**config.mk**
```make
export PLATFORM = sky130hd
export DESIGN_NAME = mem_access
export DESIGN_NICKNAME = d
export VERILOG_FILES = /design/src/rtl/neander_pkg.sv /design/src/rtl/mem_array_256x8.sv /design/src/rtl/mem_access.sv
export SDC_FILE = /design/constraint.sdc
export NUM_CORES = 2
export LEC_CHECK = 0
export CELL_PAD_IN_SITES_DETAIL_PLACEMENT = 1
export CELL_PAD_IN_SITES_GLOBAL_PLACEMENT = 2
export CORE_MARGIN = 2
export CORE_UTILIZATION = 52
export CTS_BUF_LIST = sky130_fd_sc_hd__clkbuf_2 sky130_fd_sc_hd__clkbuf_4 sky130_fd_sc_hd__clkbuf_8
export DETAILED_ROUTE_END_ITERATION = 7
export PLACE_DENSITY = 0.89
export SLEW_MARGIN = 15
export SYNTH_ARGS = -nofsm -noshare
export SYNTH_HDL_FRONTEND = slang
export SYNTH_SLANG_ARGS = --single-unit
```
**constraint.sdc**
```tcl
create_clock -name clk -period 5.8 [get_ports clk]
set_input_delay 1.16 -clock clk [delete_from_list [all_inputs] [get_ports clk]]
set_output_delay 1.16 -clock clk [all_outputs]
set_load 0.02 [all_outputs]
```
**src/rtl/neander_pkg.sv**
```systemverilog
`default_nettype none
// ============================================================================
//  Module      : neander_pkg
//  Description : Shared types and constants for the memory access block:
//                storage geometry and the access FSM state encoding.
//  Revision    : 1.0 - initial release
// ============================================================================
package neander_pkg;

    localparam int MEM_DEPTH = 256;
    localparam int DATA_W    = 8;
    localparam int ADDR_W    = 8;
    localparam int CNT_W     = 4;

    // Access FSM states, explicitly encoded on two bits
    typedef enum logic [1:0] {
        ST_IDLE   = 2'd0,
        ST_WAIT   = 2'd1,
        ST_ACCESS = 2'd2,
        ST_DONE   = 2'd3
    } state_t;

endpackage : neander_pkg
`default_nettype wire

```
**src/rtl/mem_array_256x8.sv**
```systemverilog
`default_nettype none
// ============================================================================
//  Module      : mem_array_256x8
//  Description : 256 x 8 storage with one synchronous write port and one
//                registered read port. The array itself is never reset; only
//                the read-data register is.
//  Revision    : 1.0 - initial release
// ============================================================================
module mem_array_256x8
    import neander_pkg::*;
(
    input  logic              clk,
    input  logic              rst,
    input  logic              we,
    input  logic [ADDR_W-1:0] waddr,
    input  logic [DATA_W-1:0] wdata,
    input  logic              re,
    input  logic [ADDR_W-1:0] raddr,
    output logic [DATA_W-1:0] rdata
);

    logic [DATA_W-1:0] r_mem [MEM_DEPTH];
    logic [DATA_W-1:0] r_rdata;

    // Synchronous write port; contents survive reset
    always_ff @(posedge clk) begin
        if (we) begin
            r_mem[waddr] <= wdata;
        end
    end

    // Registered read port; holds its value until the next read enable
    always_ff @(posedge clk or negedge rst) begin
        if (!rst) begin
            r_rdata <= '0;
        end else if (re) begin
            r_rdata <= r_mem[raddr];
        end
    end

    assign rdata = r_rdata;

endmodule : mem_array_256x8
`default_nettype wire

```
**src/rtl/mem_access.sv**
```systemverilog
`default_nettype none
// ============================================================================
//  Module      : mem_access
//  Description : Wait-state memory access controller. Accepts a read or
//                write request in IDLE, waits WAIT_STATES cycles, performs
//                the access, then pulses ack. Also offers an idle-time
//                preload write port.
//  Revision    : 1.0 - initial release
// ============================================================================
module mem_access
    import neander_pkg::*;
#(
    parameter int WAIT_STATES = 2
) (
    input  logic              clk,
    input  logic              rst,
    input  logic [ADDR_W-1:0] addr,
    input  logic [DATA_W-1:0] wdata,
    input  logic              rd_req,
    input  logic              wr_req,
    input  logic              init_we,
    input  logic [ADDR_W-1:0] init_addr,
    input  logic [DATA_W-1:0] init_data,
    output logic [DATA_W-1:0] rdata,
    output logic              ack,
    output logic              busy
);

    // Counter is preloaded with WAIT_STATES-1 so WAIT lasts exactly
    // WAIT_STATES cycles, leaving when it reads zero.
    localparam logic             c_HAS_WAIT  = (WAIT_STATES > 0);
    localparam logic [CNT_W-1:0] c_WAIT_LOAD = (WAIT_STATES > 0) ?
                                               CNT_W'(WAIT_STATES - 1) :
                                               '0;

    state_t            r_state;
    logic [CNT_W-1:0]  r_cnt;
    logic [ADDR_W-1:0] r_addr;
    logic [DATA_W-1:0] r_wdata;
    logic              r_is_wr;
    logic              r_ack;
    logic              r_busy;

    logic              w_req;
    logic              w_acc_we;
    logic              w_acc_re;
    logic              w_init_we;
    logic              w_mem_we;
    logic [ADDR_W-1:0] w_mem_waddr;
    logic [DATA_W-1:0] w_mem_wdata;

    assign w_req = rd_req | wr_req;

    // Access FSM with registered ack/busy. ack is raised on the edge that
    // leaves DONE, so it lines up with the read data being stable and
    // lands WAIT_STATES+2 edges after acceptance.
    always_ff @(posedge clk or negedge rst) begin
        if (!rst) begin
            r_state <= ST_IDLE;
            r_cnt   <= '0;
            r_addr  <= '0;
            r_wdata <= '0;
            r_is_wr <= 1'b0;
            r_ack   <= 1'b0;
            r_busy  <= 1'b0;
        end else begin
            r_ack <= 1'b0;
            case (r_state)
                ST_IDLE: begin
                    if (w_req) begin
                        r_addr  <= addr;
                        r_wdata <= wdata;
                        r_is_wr <= wr_req;   // write wins over a simultaneous read
                        r_busy  <= 1'b1;
                        if (c_HAS_WAIT) begin
                            r_state <= ST_WAIT;
                            r_cnt   <= c_WAIT_LOAD;
                        end else begin
                            r_state <= ST_ACCESS;
                        end
                    end
                end
                ST_WAIT: begin
                    if (r_cnt == '0) begin
                        r_state <= ST_ACCESS;
                    end else begin
                        r_cnt <= r_cnt - 1'b1;
                    end
                end
                ST_ACCESS: begin
                    r_state <= ST_DONE;
                end
                ST_DONE: begin
                    r_state <= ST_IDLE;
                    r_ack   <= 1'b1;
                    r_busy  <= 1'b0;
                end
                default: begin
                    r_state <= ST_IDLE;
                    r_busy  <= 1'b0;
                end
            endcase
        end
    end

    // Memory port steering: the latched access owns the array in ACCESS,
    // preload writes only slip in while IDLE with no request pending.
    always_comb begin
        w_acc_we    = (r_state == ST_ACCESS) &  r_is_wr;
        w_acc_re    = (r_state == ST_ACCESS) & ~r_is_wr;
        w_init_we   = (r_state == ST_IDLE) & init_we & ~w_req;
        w_mem_we    = w_acc_we | w_init_we;
        w_mem_waddr = w_acc_we ? r_addr  : init_addr;
        w_mem_wdata = w_acc_we ? r_wdata : init_data;
    end

    mem_array_256x8 u_mem (
        .clk   (clk),
        .rst   (rst),
        .we    (w_mem_we),
        .waddr (w_mem_waddr),
        .wdata (w_mem_wdata),
        .re    (w_acc_re),
        .raddr (r_addr),
        .rdata (rdata)
    );

    assign ack  = r_ack;
    assign busy = r_busy;

endmodule : mem_access
`default_nettype wire

```
==> out/qor.tcl <==
set qor(outcome) {complete, no violations}
set qor(power_mw) 43.7
set qor(number_of_global_route_vias_before_repair) 44800
set qor(clock_tree.htree_level_count) 5
set qor(via_count) 43000
set qor(ys_types) 57
set qor(globalRouteTotalUtil_pct) 28.9
set qor(io_buffer_count) 46
set qor(hold_class) {in2async}
set qor(drt_wl_total_mm) 228
set qor(die-width_um) 399
set qor(r2r_setup_slack_ns) 1.07
set qor(highest_layer) {met5}
set qor(floorplan.die_area_mm2) 0.159
set qor(start_util_pct) 52.5
set qor(cts.hold.buffers_added) 0
set qor(cts_sinks) 2081
set qor(highest_attainable_clock_frequency_mhz) 211
set qor(std_cell_rows) 144
set qor(synthesized_area_per_cell_um2) 20.6
set qor(clockBufferDepth) 4
set qor(worst_pin_slew_ns) 1.20
set qor(grt_antenna_before_repair) 16
set qor(crit_arrival_ns) 5.39
set qor(worstSetupEndpointType) {register}
set qor(gr-total-overflow) 0
set qor(route.detailed.vias_per_inst) 6.65
set qor(post_synthesis_register_bit_count) 2081
set qor(drv.max_cap_violation_count) 0
set qor(post-place-cells) 5882
set qor(ant_nets_after_route) 0
set qor(route.met3.wl_mm) 24.0
set qor(drt_iter0_drc) 5962
set qor(worst_r2r_path_depth) 7
set qor(yosysWarnings) 0
set qor(worstSetupPathType) {reg2reg}
set qor(gp_congestion) 0.879
set qor(yosysSeqAreaShare_pct) 76.9
set qor(crit-reg2reg-launch) {r_state[0]}
set qor(clock_latency_reported_for_the_late_side_of_the_worst_skew_pair_ns) 1.08
set qor(stdcell_count) 6471
set qor(cell_count_after_synthesis) 3931
set qor(finalHoldViolCount) 0
set qor(timing.rr.end) {u_mem.r_mem[133][2]}
set qor(powerDensity_mw_per_mm2) 486
set qor(syn_area_mm2) 0.0810
set qor(dominantRegCellSynth) {sky130_fd_sc_hd__edfxtp_1}
set qor(totalNegativeSetupSlack_ns) 0
set qor(cts_buffers) 341
set qor(synth-async-reset-ratio_pct) 1.59
set qor(pins_over_slew_limit) 0
set qor(met1_length_mm) 84.9
set qor(route.detailed.wl_per_inst_um) 35.2
set qor(drt_drc_violations_left) 0
set qor(fin_skew_ns) 0.0749
set qor(areaGrowthSynthToFinish_pct) 11.0
set qor(clock_tree.root_cell) {sky130_fd_sc_hd__clkbuf_8}
set qor(postSynthNetCount) 3974
set qor(period_needed_ns) 4.73
set qor(critPathRequiredTime_ns) 6.46
set qor(edff_count_synth) 2048
set qor(final_layout_size_suffix_gt1_share_pct) 24.9
set qor(design.portCount) 47
set qor(min_period_over_period_pct) 81.6
set qor(chip_height_um) 399
set qor(coreArea_mm2) 0.154
set qor(post_cts.resized_instances) 0
set qor(power.leakage_nw) 28.1
set qor(first_pass_grt_wire_length_mm) 327
set qor(dp.final_hpwl_mm) 136
set qor(post_cts.repair.setup_buffers) 0
set qor(rsz0062_at_grt) {false}
set qor(total_met2_wirelength_after_detailed_routing_mm) 109
set qor(critical_path.max_fanout) 17
set qor(drt_first_pass_iters) 6
set qor(worst_slew_margin_rel_pct) 19.7
set qor(grt_max_degree) 153
set qor(tritoncts_clock_tree) {yes}
set qor(ir_drop_uv) 442
set qor(setup_viol_count_final) 0
set qor(worst_setup_hold_path_clk_slew_ns) 0.06
set qor(worst_setup_path_start_kind) {register}
set qor(finalNetCount) 4224
## worst max path at each step
stage	from	end	slack, ns	cells past startpoint
2_1_floorplan	r_state[0]	u_mem.r_mem[0][0]	0.45	7
3_3_place_gp	wr_req	u_mem.r_mem[199][0]	1.12	6
3_5_place_dp	wr_req	u_mem.r_mem[197][5]	0.88	6
4_1_cts	r_state[0]	u_mem.r_mem[133][2]	1.26	7
5_1_grt	r_state[0]	u_mem.r_mem[245][6]	1.12	7
6_report	r_state[0]	u_mem.r_mem[133][2]	1.07	7
## worst max-delay path, cell delays in order (launching register included)
cell	delay [ns]
sky130_fd_sc_hd__dfrtp_1	0.42
sky130_fd_sc_hd__inv_1	0.10
sky130_fd_sc_hd__ha_1	0.26
sky130_fd_sc_hd__nand2_1	0.61
sky130_fd_sc_hd__o21ai_1	1.11
sky130_fd_sc_hd__nand3_1	0.72
sky130_fd_sc_hd__buf_4	0.47
sky130_fd_sc_hd__nor2_1	0.64
## metrics by stage
stage / setup WS (ns) / instance area, µm² / hold WS, ns / util, %
4_1_cts: 1.26 / 89900 / 0.267 / 58.2
3_5_place_dp: 0.877 / 83600 / 0.494 / 54.2
2_1_floorplan: 0.447 / 81000 / 0.473 / -
5_1_grt: 1.12 / 89900 / 0.337 / 58.3
6_report: 1.07 / 90000 / 0.328 / 58.3
3_3_place_gp: 1.12 / 83600 / 0.488 / 54.2
## cells in the mapped netlist (27+ instances only)
library cell | instances | area [µm²]
sky130_fd_sc_hd__a21oi_1 | 33 | 165
sky130_fd_sc_hd__a22oi_1 | 80 | 601
sky130_fd_sc_hd__buf_2 | 52 | 260
sky130_fd_sc_hd__buf_6 | 27 | 304
sky130_fd_sc_hd__clkbuf_1 | 100 | 375
sky130_fd_sc_hd__dfrtp_1 | 33 | 826
sky130_fd_sc_hd__edfxtp_1 | 2048 | 61500
sky130_fd_sc_hd__mux2_2 | 32 | 360
sky130_fd_sc_hd__mux2i_1 | 151 | 1510
sky130_fd_sc_hd__mux4_2 | 435 | 9800
sky130_fd_sc_hd__nand2_1 | 151 | 567
sky130_fd_sc_hd__nand3_1 | 61 | 305
sky130_fd_sc_hd__nor2_1 | 294 | 1100
sky130_fd_sc_hd__o221ai_1 | 52 | 455
sky130_fd_sc_hd__o22ai_1 | 89 | 557
## flip-flops by register name, indices dropped and copies added, names as in the netlist
| register | count |
|---|---|
| r_addr | 8 |
| r_wdata | 8 |
| u_mem.r_mem | 2048 |
| u_mem.rdata | 8 |
| r_is_wr | 1 |
| r_cnt | 4 |
| ack | 1 |
| busy | 1 |
| r_state | 2 |
## cell type report
cell class	instances	area (µm²)
fillers	13100	64400
diodes	10	25.0
inverters	7	26.3
flip-flops and latches	2081	62300
well taps	2044	2560
multi-input cells	1606	17300
clock buffers	433	5440
clock inverters	146	875
repair buffers	144	1450
## logic make-up after synthesis
group / count (synthesis) / synth area share [%]
adder cells (fa/ha/maj): 6 / 0.0926
multiplexers: 618 / 14.4
buffers and inverters: 244 / 1.95
XOR/XNOR: 2 / 0.0216
AND/OR/NAND/NOR: 598 / 3.16
AO/OA/AOI/OAI: 382 / 3.48
flip-flops: 2081 / 76.9
## placed cells by master, fill, tap and decap left out, drive strengths merged, types with 9 or more instances in the layout
| cell type | netlist | routed |
|---|---|---|
| clkdlybuf4s50 | 0 | 45 |
| mux2i | 151 | 151 |
| o221ai | 58 | 58 |
| o22ai | 89 | 89 |
| a21oi | 33 | 33 |
| mux4 | 435 | 435 |
| a32oi | 12 | 12 |
| a22oi | 80 | 80 |
| edfxtp | 2048 | 2048 |
| a221oi | 14 | 14 |
| o21ai | 36 | 36 |
| and3 | 9 | 9 |
| nand2 | 151 | 151 |
| nand3b | 15 | 15 |
| nand3 | 61 | 61 |
| diode | 0 | 10 |
| nor4 | 18 | 18 |
| buf | 135 | 99 |
| clkbuf | 102 | 433 |
| mux2 | 32 | 32 |
| nor2 | 294 | 294 |
| bufinv | 0 | 9 |
| dfrtp | 33 | 33 |
| nor3 | 14 | 14 |
| a211oi | 11 | 11 |
| clkinv | 0 | 131 |
| o31ai | 12 | 12 |
## power by group
group | switching [mW] | total, mW | internal, mW | leakage, nW
sequential | 0.462 | 18.4 | 18.0 | 18.8
combinational | 8.40 | 13.0 | 4.57 | 5.94
clock | 5.83 | 12.3 | 6.51 | 3.35
total | 14.7 | 43.7 | 29.1 | 28.1
## metal layers
metal	track usage, %	vias up
li1	-	16900
met1	38.9	22500
met2	45.4	3012
met3	7.21	591
met4	12.2	18
met5	0	-
No activity file was read; power rests on OpenSTA's default activity.
